`src/rtl/pack_ascan_gen.sv`:
```
// pack_ascan_gen: packs IN_W-bit A-scan samples MSB-first into OUT_W-bit words with end-of-line flush.
// Define PACK_ASCAN_WCNT_EN to add the 16-bit output word counter port o_word_cnt.
//
// state | meaning
// RUN   | accepting samples, emitting each full word as it completes
// FLUSH | line ended; draining queued words, final one zero padded and marked last
module pack_ascan_gen #(
  parameter int IN_W      = 12,
  parameter int OUT_W     = 32,
  parameter bit BYTE_SWAP = 1'b1
) (
  input  logic             clk,
  input  logic             rst,
  input  logic             i_sync,
  input  logic             i_eol,
  input  logic [IN_W-1:0]  i_in_data,
  input  logic             i_in_vld,
  output logic             o_in_rdy,
  output logic [OUT_W-1:0] o_out_data,
  output logic             o_out_vld,
  output logic             o_out_last,
`ifdef PACK_ASCAN_WCNT_EN
  output logic [15:0]      o_word_cnt,
`endif
  input  logic             i_out_rdy
);

  localparam int ACC_W  = OUT_W + IN_W;
  localparam int FILL_W = $clog2(ACC_W + 1);
  localparam int NBYTES = OUT_W / 8;
  localparam logic [FILL_W-1:0] OUT_W_F = FILL_W'(OUT_W);
  localparam logic [FILL_W-1:0] IN_W_F  = FILL_W'(IN_W);
  localparam logic [FILL_W-1:0] ACC_W_F = FILL_W'(ACC_W);

  typedef enum logic {RUN = 1'b0, FLUSH = 1'b1} mode_t;

  mode_t             mode;
  logic [ACC_W-1:0]  acc;
  logic [ACC_W-1:0]  acc_sh;
  logic [FILL_W-1:0] fill;
  logic [FILL_W-1:0] fill_nxt;
  logic [OUT_W-1:0]  word;
  logic [OUT_W-1:0]  word_sw;
  logic              in_fire;
  logic              out_fire;

  // All handshake outputs decode from registered state only, so i_out_rdy never reaches o_in_rdy.
  always_comb begin
    o_in_rdy   = (mode == RUN) && (fill < OUT_W_F);
    o_out_vld  = (mode == RUN) ? (fill >= OUT_W_F) : (fill != '0);
    o_out_last = o_out_vld && (mode == FLUSH) && (fill <= OUT_W_F);
    in_fire    = i_in_vld && o_in_rdy;
    out_fire   = o_out_vld && i_out_rdy;
    fill_nxt   = fill;
    if (in_fire) begin
      fill_nxt = fill + IN_W_F;
    end else if (out_fire) begin
      fill_nxt = (fill > OUT_W_F) ? (fill - OUT_W_F) : '0;
    end
  end

  // Left-justifying the valid bits covers both the full-word and the zero-padded partial case.
  always_comb begin
    acc_sh  = acc << (ACC_W_F - fill);
    word    = acc_sh[ACC_W-1 -: OUT_W];
    word_sw = word;
    if (BYTE_SWAP) begin
      for (int b = 0; b < NBYTES; b++) begin
        word_sw[8*b +: 8] = word[8*(NBYTES-1-b) +: 8];
      end
    end
    o_out_data = o_out_vld ? word_sw : '0;
  end

  always_ff @(posedge clk or posedge rst) begin
    if (rst) begin
      acc  <= '0;
      fill <= '0;
      mode <= RUN;
    end else if (i_sync) begin
      acc  <= '0;
      fill <= '0;
      mode <= RUN;
    end else begin
      if (in_fire) begin
        acc <= {acc[OUT_W-1:0], i_in_data};
      end
      fill <= fill_nxt;
      case (mode)
        RUN:     if (i_eol && (fill_nxt != '0)) mode <= FLUSH;
        FLUSH:   if (fill_nxt == '0) mode <= RUN;
        default: mode <= RUN;
      endcase
    end
  end

`ifdef PACK_ASCAN_WCNT_EN
  always_ff @(posedge clk or posedge rst) begin
    if (rst) begin
      o_word_cnt <= '0;
    end else if (i_sync) begin
      o_word_cnt <= '0;
    end else if (out_fire) begin
      o_word_cnt <= o_word_cnt + 16'd1;
    end
  end
`endif

endmodule

```
`config.mk`:
```
export PLATFORM = sky130hd
export DESIGN_NAME = pack_ascan_gen
export DESIGN_NICKNAME = d
export VERILOG_FILES = /design/src/rtl/pack_ascan_gen.sv
export SDC_FILE = /design/constraint.sdc
export NUM_CORES = 1
export LEC_CHECK = 0
export ABC_AREA = 1
export CORE_MARGIN = 2
export CORE_UTILIZATION = 25
export DETAILED_ROUTE_END_ITERATION = 10
export GPL_ROUTABILITY_DRIVEN = 0
export PLACE_DENSITY = 0.39
export RECOVER_POWER = 50
export SETUP_SLACK_MARGIN = 0.5
export SLEW_MARGIN = 15
export SYNTH_ARGS = -nofsm -noshare
export SYNTH_HDL_FRONTEND = slang
export SYNTH_SLANG_ARGS = --single-unit
```
`constraint.sdc`:
```
create_clock -name clk -period 7.45 [get_ports clk]
set_input_delay 1.1175 -clock clk [delete_from_list [all_inputs] [get_ports clk]]
set_output_delay 1.1175 -clock clk [all_outputs]
set_load 0.02 [all_outputs]
```
== After elaboration in Yosys (flattened, before gate mapping) ==
Cells that the tools add are included.

* Flip-flop bits (word level): 51

* $add $sub $neg: 3
* $lt $le $gt $ge: 4
* Shift-type cells: 1
* Multiplexer cells: 12
* Bitwise logic cells: 1
* Reduce and logical (&&, ||, !) cells: 10

{| class="wikitable"
|+ Operators by type and width
! cell !! count
|-
| two-way mux 44 bit || 2
|-
| << shifter 44 x 6 -> 44 bit || 1
|-
| two-way mux 32 bit || 1
|-
| two-way mux 6 bit || 4
|-
| nonzero test 6 bit || 2
|-
| adder 6 x 4 -> 6 bit (second input constant) || 1
|-
| >= comparator 6 bit (second input constant) || 1
|-
| greater-than comparator 6 bit (second input constant) || 1
|-
| <= comparator 6 bit (second input constant) || 1
|-
| logical AND 1 bit || 6
|-
| zero test 6 bit || 1
|-
| less-than comparator 6 bit (second input constant) || 1
|-
| subtractor 6 bit (first input constant) || 1
|-
| subtractor 6 bit (second input constant) || 1
|-
| two-way mux 1 bit || 4
|-
| one-hot mux 1 bit (2 select lines) || 1
|-
| nonzero test 2 bit || 1
|-
| inverter 1 bit || 1
|}

== Depth between registers and ports, before layout ==
Gate-level depths: netlist of the first run.

* Word-level depth: 10
* Gate-level depth with buffers: 15

== Worst setup path before layout of the first run ==
Ideal clock, no wire load.

* Path type: register to output
* Start: register fill[0]
* End: output port o_out_data[26]
* Arrival time: 2.275 ns
* Data required time: 6.332 ns
* Slack: 4.058 ns
* Stages on the path, launching flop included: 14
* Path buffers: 4
* Path through: dfrtp_1 > buf_4 > inv_4 > buf_2 > ha_1 > clkbuf_1 > inv_2 > clkbuf_1 > nand2_1 > o31ai_1 > nand2_1 > nand2_1 > nand2_1 > a21oi_1

* Longest elaborated chain between the ends: 3
* Elaborated cells between the ends (all ways): 6
* Classes of those cells: add/sub (1); order compare (1); shift (1); mux (2); reduce/logical (1)

{| class="wikitable"
|+ RTL lines
! item !! line !! source
|-
| start: declaration || 40 || <nowiki>logic [FILL_W-1:0] fill;</nowiki>
|-
| start signal: assignment || 88 || <nowiki>fill <= fill_nxt;</nowiki>
|-
| subtractor 6 bit (tied with other cells) || 64 || <nowiki>acc_sh = acc << (ACC_W_F - fill);</nowiki>
|-
| << shifter 44 x 6 -> 44 bit / two-way mux 1 bit (equally long branches) || 64, 50 ||
|-
| two-way mux 32 bit * || 72 || <nowiki>o_out_data = o_out_vld ? word_sw : '0;</nowiki>
|-
| end: declaration || 19 || <nowiki>output logic [OUT_W-1:0] o_out_data,</nowiki>
|}

Mark *: on every way between the ends. The rest lies on a longest branch, timed or not.

== Worst setup path after layout of the first run ==
* Start: register fill[0]
* End: output port o_out_data[13]

Same word-level chain as after synthesis.

==> impl_metrics.csv, run 1 <==
group,metric,value,unit
synthesis,ys_seq_elements,51,
final_layout,nets,809,
synthesis,yosys_warnings,0,
cts,root_buffer,"clkbuf_16",
synthesis,syn_avg_cell_area,6.05,sq um
worst_hold_path,hp-class,"flop to flop",
final_layout,syn_to_final_growth,15.8,%
synthesis,yosys-top-cells-area,"nand3_1, dfrtp_1, nand2_1",
sta,finalHoldViolations,0,
synthesis,synth_top_area_share,34.2,%
pwr,ir_worst_vdd,0.0000960,V
sta,rsz0062_at_grt,"no",
synthesis,yosys.cell_types.count,29,
grt,antenna_found_initial,0,
final_layout,fin_cells,1022,
cts,cts_buffers,5,
status,violations,"capacitance limit, slew limit",
grt,grt_use_total,18.7,%
final_layout,diodes,0,
final_layout,drive_gt1_share,3.68,%
floorplan,ios,53,
grt,overflow,0,
job,drv_cap,1,
sta,maxSlewViolCount,52,
setup_path,crit_fanout,46,
synthesis,seq_area_frac_synth,27.1,%
sta,setup_violations,0,
synthesis,synthXorXnorAreaFrac,1.12,%
routing,detail-route-antenna-nets,0,
cts,cts_tree,"yes",
status,outcome,"finished, violations left",
cts,cts_setup_buffers,0,
setup_path,cp.required,6.33,ns
grt,grt_pass1_vias,5161,
sta,setup_tns,0,ns
sta,fmax,0.180,GHz
sta,period_minus_slack,5.55,ns
routing,routed_wl,18.5,mm
cts,htree_levels,2,
synthesis,synthCells,778,
routing,drt-vias-per-instance,5.26,
final_layout,multi_input_area,3000,sq um
routing,drtIter0Drc,462,
floorplan,coreArea,18600,sq um
grt,grt_pass1_wl,29.6,mm
final_layout,fillers,2122,
floorplan,die_y,141,um
pwr,cellLeakagePower,2.45,nW
synthesis,synth_fa_ha_area_share,1.06,%
synthesis,synthMuxAreaShare,0,%
setup_path,crit_type,"flop to primary output",
synthesis,synth_nets,800,
sta,fin_worst_skew,0.00591,ns
cts,clk_path_buf_depth,2,
sta,relSlewSlack,-51.2,%
grt,grt_max_degree,52,
floorplan,dieArea,20000,sq um
synthesis,synth_compound_area_share,6.88,%
cts,cts_hold_buffers,0,
placed_design,io_buffers,52,
final_layout,ff_latch_area,1280,sq um
placed_design,dp_cells,1014,
final_layout,fin_util,29.3,%
placed_design,hpwl,14.1,mm
cts,numClockSinks,51,
setup_path,end_kind,"primary output",
routing,wl_per_cell,18.1,um
synthesis,synthSimpleGateAreaFrac,54.6,%
cts,clk_latency,0.29,ns
synthesis,syn_area,4710,sq um
cts,ctsResizeCount,0,
routing,dr.pass1.iters,6,
sta,period_share,74.4,%
synthesis,synth_top_cell_by_area,"nand3_1",
floorplan,die_w,141,um
setup_path,start_kind,"flop",
floorplan,num_rows,50,
sta,worst_pin_slew,2.26,ns
setup_path,arrival,4.43,ns
synthesis,synth_top_family_by_area,"simple AND/OR/NAND/NOR gates",
routing,vias,5376,
cts,clk_pin_slew,0.06,ns
routing,route.detailed.drc,0,
pwr,power.density,155,nW/um^2
floorplan,start_util,25.3,%
==> cells in the final DEF (no fill, tap or decap), types with 2 or more instances in the layout <==
cell	count
o21ai_0	25
clkdlybuf4s50_1	49
dlygate4sd3_1	3
nand2_1	219
inv_1	39
clkbuf_8	2
inv_2	4
clkbuf_1	2
ha_1	4
a31oi_1	2
nand3_1	322
o31ai_1	16
clkbuf_16	5
buf_4	4
nor2_1	14
a21oi_1	10
dfrtp_1	51
nand2_2	4
==> per-stage QoR <==
step / cell area (sq um) / power, mW / hold WS (ns) / worst slack (ns)
after floorplan: 4710 / 0.522 / 0.452 / 4.06
after global placement: 5300 / 0.613 / 0.507 / 2.29
after detailed placement: 5300 / 0.612 / 0.517 / 2.28
after CTS: 5460 / 0.852 / 0.533 / 1.96
after global routing: 5450 / 0.897 / 0.550 / 1.58
final: 5450 / 0.845 / 0.534 / 1.90
==> registers in the layout (all words and copies together), names as in the netlist <==
register  cells
mode          1
fill          6
acc          44
==> cell type report <==
| type | count | area share (%) |
|---|---|---|
| multi-input cells | 627 | 55.0 |
| inverters | 45 | 3.17 |
| clock buffers | 8 | 2.87 |
| well taps | 234 | 5.37 |
| repair buffers | 57 | 10.2 |
| flip-flops and latches | 51 | 23.4 |
==> path summary, 6_finish.rpt <==
| kind | start | end | slack [ns] | cells after the start |
|---|---|---|---|---|
| max | fill[0]$_DFF_PP0_ | o_out_data[13] | 1.90 | 14 |
| min | acc[40]$_DFFE_PP0P_ | acc[40]$_DFFE_PP0P_ | 0.53 | 2 |
| max reg2reg | fill[5]$_DFF_PP0_ | mode$_DFF_PP0_ | 4.38 | 8 |
| min reg2reg | acc[40]$_DFFE_PP0P_ | acc[40]$_DFFE_PP0P_ | 0.53 | 2 |
| max in group asynchronous | rst | fill[5]$_DFF_PP0_ | 4.55 | 2 |
| min in group asynchronous | rst | acc[43]$_DFFE_PP0P_ | 1.88 | 2 |
==> cell families after synthesis <==
logic type      Yosys count
xor+xnor                  3
compound gates           55
flops                    51
simple gates            565
fa+ha+maj                 4
buf+inv                 100
==> synth_stat cells <==
cell / instances
nand2_2: 4
nor2_4: 1
clkbuf_1: 21
dfrtp_1: 51
o31ai_1: 16
or2_2: 1
xor2_2: 1
inv_2: 4
buf_6: 1
a21oi_1: 10
nand3_2: 1
inv_4: 1
a21boi_0: 1
nand2_4: 1
a31oi_1: 2
and2_1: 1
buf_1: 3
buf_4: 4
nand2_1: 219
xor2_4: 1
ha_1: 4
xnor2_1: 1
inv_1: 40
buf_2: 26
o21ai_0: 25
nand3_1: 322
nand3_4: 1
a21oi_2: 1
nor2_1: 14
==> routing by layer <==
layer / routed length (um) / vias up / track usage, %
met1: 9460 / 2517 / 28.6
met4: 537 / 0 / 6.53
met2: 7780 / 166 / 27.8
met5: 0 / - / 0
met3: 750 / 26 / 1.21
li1: - / 2667 / -
==> critical path, stage by stage (launching register included) <==
cell and delay, ns:
dfrtp_1 0.36, buf_4 0.26, inv_4 0.41, ha_1 0.29, inv_1 0.05, nand2_1 0.07
nand2_2 0.45, inv_2 0.74, nand3_1 0.32, nand3_1 0.19, nand3_1 0.13, nand3_1 0.14
nand2_1 0.06, inv_1 0.05, clkdlybuf4s50_1 0.60
==> power breakdown <==
part	internal [mW]	total, mW	leakage (nW)	switching [mW]
logic	0.0853	0.292	1.67	0.206
registers	0.291	0.314	0.701	0.0238
clock network	0.143	0.239	0.0772	0.0961
Note: power is estimated with default switching activity, not from simulation.
==> run 2, diff against run 1 <==
--- a/config.mk
+++ b/config.mk
@@ -10,7 +10,7 @@
 export CORE_UTILIZATION = 25
 export DETAILED_ROUTE_END_ITERATION = 10
 export GPL_ROUTABILITY_DRIVEN = 0
-export PLACE_DENSITY = 0.39
+export PLACE_DENSITY = 0.4
 export RECOVER_POWER = 50
 export SETUP_SLACK_MARGIN = 0.5
 export SLEW_MARGIN = 15
==> constraint.sdc (replaced) <==
create_clock -name clk -period 4.96 [get_ports clk]
set_input_delay 0.744 -clock clk [delete_from_list [all_inputs] [get_ports clk]]
set_output_delay 0.744 -clock clk [all_outputs]
set_load 0.02 [all_outputs]
==> run 2 against run 1 <==
Compared with the run above:
- hold slack got worse by 0.0080 ns
- critical endpoint is now o_out_data[8]
- setup slack got worse by 1.3 ns
- clock skew about the same
- global-route usage decreased by 0.60 points
- via count about the same
- the run still ends with capacitance limit, slew limit left
- first-iteration DRC count increased by 18%
- final area increased by 0.62%
- utilization increased by 0.18 points
==> impl_metrics.csv, run 2 (synthesis gave the netlist of run 1 again) <==
group,metric,value,unit
pwr,ir_worst_vdd,0.000118,V
grt,grt_use_total,18.1,%
setup_path,cpLargestDelayFamily,"buffers and inverters",
setup_path,cp.required,4.22,ns
sta,period_minus_slack,4.32,ns
cts,numClockSinks,51,
final_layout,largest_reg_flops,44,
sta,fmax,0.232,GHz
cts,cts_setup_buffers,0,
cts,cts_tree,"yes",
placed_design,dpl_cell_area,5330,sq um
pwr,cellLeakagePower,2.47,nW
setup_path,end_kind,"primary output",
routing,drtIter0Drc,544,
grt,overflow,0,
sta,setup_tns,0,ns
cts,clk_latency,0.29,ns
sta,fin_worst_skew,0.00634,ns
routing,routed_wl,17.9,mm
pwr,power.density,238,nW/um^2
setup_path,crit_fanout,46,
grt,grt_pass1_vias,4924,
cts,ctsResizeCount,0,
final_layout,nets,813,
grt,grt_pass1_wl,28.5,mm
cts,htree_levels,2,
sta,relSlewSlack,-82.2,%
placed_design,hpwl,13.5,mm
floorplan,dieArea,20000,sq um
cts,cts_hold_buffers,0,
pwr,power.total,1.31,mW
final_layout,top_regs,"acc x44, fill x6, mode x1",
status,violations,"capacitance limit, slew limit",
routing,vias,5381,
sta,period_share,87.0,%
sta,worst_pin_slew,2.73,ns
worst_hold_path,hp-class,"flop to flop",
routing,detail-route-antenna-nets,0,
sta,finalWorstSetupSlack,0.643,ns
job,drv_cap,1,
final_layout,design_area,5490,sq um
worst_hold_path,holdPathStages,2,
status,outcome,"finished, violations left",
routing,route.detailed.drc,0,
final_layout,multi_input_area,3000,sq um
placed_design,pre_cts_ws,0.992,ns
routing,wl_per_cell,17.4,um
routing,drt-vias-per-instance,5.25,
final_layout,top_register,"acc",
sta,rsz0062_at_grt,"yes",
cts,clk_pin_slew,0.07,ns
setup_path,start_kind,"flop",
floorplan,die_w,141,um
setup_path,slowest_stage,"clkdlybuf4s50_1",
final_layout,final_common_cell,"nand3_1",
floorplan,coreArea,18600,sq um
final_layout,drive_gt1_share,3.79,%
cts,cts_buffers,5,
final_layout,fillers,2123,
floorplan,num_rows,50,
setup_path,crit_cells,10,
routing,dr.pass1.iters,8,
placed_design,dp_cells,1018,
setup_path,crit_top_cell,"nand2_1",
setup_path,crit_path_cell_trace,"inv_4, ha_1, inv_2, nand3_1, o21ai_0, nand2_1, nand2_1, nand2_1, o21ai_0, clkdlybuf4s50_1",
floorplan,start_util,25.3,%
floorplan,ios,53,
setup_path,cpPeakStageDelay,0.63,ns
cts,clk_path_buf_depth,2,
floorplan,die_y,141,um
final_layout,layout_common_cells,"nand3_1, nand2_1, dfrtp_1",
final_layout,fin_cells,1025,
grt,antenna_found_initial,0,
sta,finalHoldViolations,0,
setup_path,arrival,3.57,ns
final_layout,ff_latch_area,1280,sq um
grt,grt_max_degree,52,
setup_path,crit_type,"flop to primary output",
sta,maxSlewViolCount,52,
placed_design,io_buffers,52,
sta,setup_violations,0,
setup_path,r2r.worst_path.cells,8,
setup_path,critical_path_buf_inv_count,3,
cts,root_buffer,"clkbuf_16",
final_layout,syn_to_final_growth,16.5,%
final_layout,diodes,0,
## run 2: cell types whose count changed in the layout (fill, tap and decap cells not counted), sizes merged
cell    before  now
clkbuf       9    7
bufinv       0    1
clkinv       0    1
buf          4    7
## run 2: layout make-up
type                       count  area share [%]
multi-input combinational    627            54.6
sequential                    51            23.3
timing repair buffer          61            10.6
tap                          234            5.34
inverter                      45            3.17
clock buffer                   5            2.28
clock inverter                 2           0.684
## run 2: worst paths after layout
kind	to	startpoint	slack [ns]
worst max-delay path	o_out_data[8]	fill[0]$_DFF_PP0_	0.64
worst min register to register	acc[40]$_DFFE_PP0P_	acc[40]$_DFFE_PP0P_	0.53
min in group asynchronous	acc[38]$_DFFE_PP0P_	rst	1.92
worst max register to register	acc[2]$_DFFE_PP0P_	fill[5]$_DFF_PP0_	1.48
worst min-delay path	acc[40]$_DFFE_PP0P_	acc[40]$_DFFE_PP0P_	0.53
max in group asynchronous	acc[8]$_DFFE_PP0P_	rst	1.49
## run 2: worst min-delay path: stages (launching register included)
cell and delay, ns:
dfrtp_1 0.38, nand2_1 0.06, o31ai_1 0.05
## run 2: stage by stage
step	hold WS [ns]	utilization, %
2_1_floorplan	0.452	-
6_report	0.526	29.5
3_3_place_gp	0.507	28.7
4_1_cts	0.532	29.6
3_5_place_dp	0.515	28.7
5_1_grt	0.561	29.5
## run 2: where the power goes
part           internal (mW)  switching (mW)  total, mW  leakage (nW)
logic                  0.133           0.316      0.449          1.69
registers              0.436          0.0351      0.471         0.701
clock network          0.235           0.149      0.385        0.0759
## run 2: routing by layer
layer / up-vias / global-route usage (%) / share of wire (%)
met5: - / 0 / 0
met4: 0 / 5.47 / 2.0
met3: 21 / 1.48 / 4.9
met2: 190 / 26.9 / 43
met1: 2494 / 27.8 / 50
li1: 2676 / - / -
==> run 3, diff against run 2 <==
--- a/config.mk
+++ b/config.mk
@@ -10,7 +10,7 @@
 export CORE_UTILIZATION = 25
 export DETAILED_ROUTE_END_ITERATION = 10
 export GPL_ROUTABILITY_DRIVEN = 0
-export PLACE_DENSITY = 0.4
+export PLACE_DENSITY = 0.39
 export RECOVER_POWER = 50
 export SETUP_SLACK_MARGIN = 0.5
 export SLEW_MARGIN = 15
==> constraint.sdc (replaced) <==
create_clock -name clk -period 4.07 [get_ports clk]
set_input_delay 0.6105 -clock clk [delete_from_list [all_inputs] [get_ports clk]]
set_output_delay 0.6105 -clock clk [all_outputs]
set_load 0.02 [all_outputs]
==> run 3 against run 2 <==
Compared with the run above:
- die area stayed put
- the flow still finishes with violations (capacitance limit, slew limit)
- sequential power is 22% higher
- sequential share of layout area is 0.74 points lower
- clock power is 8.8% higher
- count of clock-buffer cells in the layout stayed put
- critical path type unchanged
- via count is 1.3% higher
- cell count is 1.3% higher
- register-to-register slack worse by 0.60 ns
- total power is 21% higher
- global-route usage is 0.69 points higher
- clock skew is 0.00087 ns lower
- largest power group is now combinational logic
==> impl_metrics.csv, run 3 (synthesis gave the netlist of run 1 again) <==
group,metric,value,unit
status,outcome,"finished, violations left",
status,violations,"capacitance limit, slew limit",
placed_design,dp_cells,1021,
final_layout,syn_to_final_growth,20.5,%
routing,detail-route-antenna-nets,0,
routing,route.detailed.drc,0,
sta,finalHoldViolations,0,
routing,drtIter0Drc,540,
final_layout,largest_reg_flops,44,
grt,antenna_found_initial,0,
cts,cts_hold_buffers,0,
pwr,cellLeakagePower,2.67,nW
sta,maxSlewViolCount,52,
grt,grt_use_total,18.8,%
sta,setup_tns,0,ns
sta,worst_pin_slew,2.33,ns
setup_path,start_kind,"flop",
grt,grt_pass1_wl,29.4,mm
final_layout,drive_gt1_share,5.97,%
cts,clk_path_buf_depth,2,
cts,clk_pin_slew,0.07,ns
sta,fmax,0.284,GHz
final_layout,top_regs,"acc x44, fill x6, mode x1",
cts,htree_levels,2,
setup_path,end_kind,"primary output",
grt,overflow,0,
routing,drt-vias-per-instance,5.25,
floorplan,die_y,141,um
sta,period_share,86.6,%
cts,cts_tree,"yes",
setup_path,arrival,2.92,ns
setup_path,crit_type,"flop to primary output",
floorplan,start_util,25.3,%
setup_path,crit_fanout,13,
routing,vias,5451,
final_layout,nets,825,
final_layout,final_common_cell,"nand3_1",
sta,setup_violations,0,
setup_path,cp.required,3.46,ns
sta,rsz0062_at_grt,"yes",
floorplan,die_w,141,um
floorplan,num_rows,50,
final_layout,fin_cells,1038,
final_layout,diodes,0,
routing,wl_per_cell,17.8,um
pwr,ir_worst_vdd,0.000173,V
pwr,power.density,279,nW/um^2
cts,cts_buffers,5,
routing,dr.pass1.iters,4,
cts,numClockSinks,51,
placed_design,io_buffers,52,
floorplan,dieArea,20000,sq um
sta,holdWs,0.526,ns
grt,grt_max_degree,52,
sta,period_minus_slack,3.53,ns
routing,routed_wl,18.5,mm
cts,root_buffer,"clkbuf_16",
placed_design,hpwl,14.0,mm
sta,fin_worst_skew,0.00547,ns
grt,grt_pass1_vias,5088,
sta,relSlewSlack,-56.4,%
final_layout,layout_common_cells,"nand3_1, nand2_1, dfrtp_1",
job,drv_cap,1,
cts,clk_latency,0.30,ns
floorplan,coreArea,18600,sq um
worst_hold_path,hp-class,"flop to flop",
floorplan,ios,53,
final_layout,top_register,"acc",
pwr,power.total,1.59,mW
[run 3: cell types whose count changed in the layout (fill, tap and decap cells not counted), moves of 2 or more]
cell / change
o21ai_1: +2
dlygate4sd3_1: -2
o21ai_0: -2
buf_4: +7
nand2_2: -2
clkinvlp_4: +3
dlymetal6s2s_1: +7
clkdlybuf4s50_1: -5
buf_12: +3
nand2_4: +2
inv_2: -2
[run 3: through the flow]
| stage | util, % | cell area (sq um) | setup WS, ns |
|---|---|---|---|
| after CTS | 30.0 | 5570 | 0.491 |
| final | 30.5 | 5670 | 0.544 |
| after global placement | 28.8 | 5350 | 0.658 |
| after global routing | 30.5 | 5670 | 0.324 |
| after floorplan | - | 4710 | 1.18 |
| after detailed placement | 28.8 | 5350 | 0.644 |
[run 3: routing by layer]
| layer | wire length [um] | GRT usage, % | vias to the layer above |
|---|---|---|---|
| li1 | - | - | 2707 |
| met1 | 9290 | 28.2 | 2564 |
| met3 | 798 | 2.06 | 19 |
| met4 | 430 | 5.47 | 0 |
| met2 | 7950 | 28.4 | 161 |
| met5 | 0 | 0 | - |
[run 3: repair_timing]
action | CTS | global route
buffers inserted | 2 | 6
endpoints found under the setup margin | 29 | 31
cloned | 1 | 0
gates resized for setup | 9 | 25
pin swaps | 1 | 1
[run 3: power breakdown]
group	total (mW)	internal (mW)	switching [mW]
clock	0.419	0.227	0.192
combinational	0.592	0.189	0.403
sequential	0.575	0.532	0.0427
total	1.59	0.948	0.638
[run 3: final timing paths]
check	start	endpoint	slack (ns)	cells past startpoint
hold reg to reg	acc[39]$_DFFE_PP0P_	acc[39]$_DFFE_PP0P_	0.53	2
setup reg to reg	fill[5]$_DFF_PP0_	mode$_DFF_PP0_	0.88	10
max in group asynchronous	rst	fill[3]$_DFF_PP0_	1.48	2
setup / recovery	fill[2]$_DFF_PP0_	o_out_data[16]	0.54	10
hold / removal	acc[39]$_DFFE_PP0P_	acc[39]$_DFFE_PP0P_	0.53	2
min in group asynchronous	rst	acc[41]$_DFFE_PP0P_	1.38	2
[run 3: worst max-delay path, stage by stage, from the launching register on]
cell             delay, ns
dfrtp_1               0.51
inv_1                 0.14
ha_1                  0.25
nand2_1               0.09
inv_1                 0.08
a21oi_4               0.26
nand3_2               0.25
inv_4                 0.21
nand3_1               0.14
nand2_1               0.09
clkdlybuf4s50_1       0.60
[run 3: final cells by class]
| type | count | area [sq um] |
|---|---|---|
| Fill cell | 2040 | 12900 |
| Multi-Input combinational cell | 627 | 3030 |
| Sequential cell | 51 | 1280 |
| Timing Repair Buffer | 72 | 729 |
| Tap cell | 234 | 293 |
| Inverter | 45 | 189 |
| Clock buffer | 5 | 125 |
| Clock inverter | 3 | 20.0 |
| Timing Repair inverter | 1 | 7.51 |
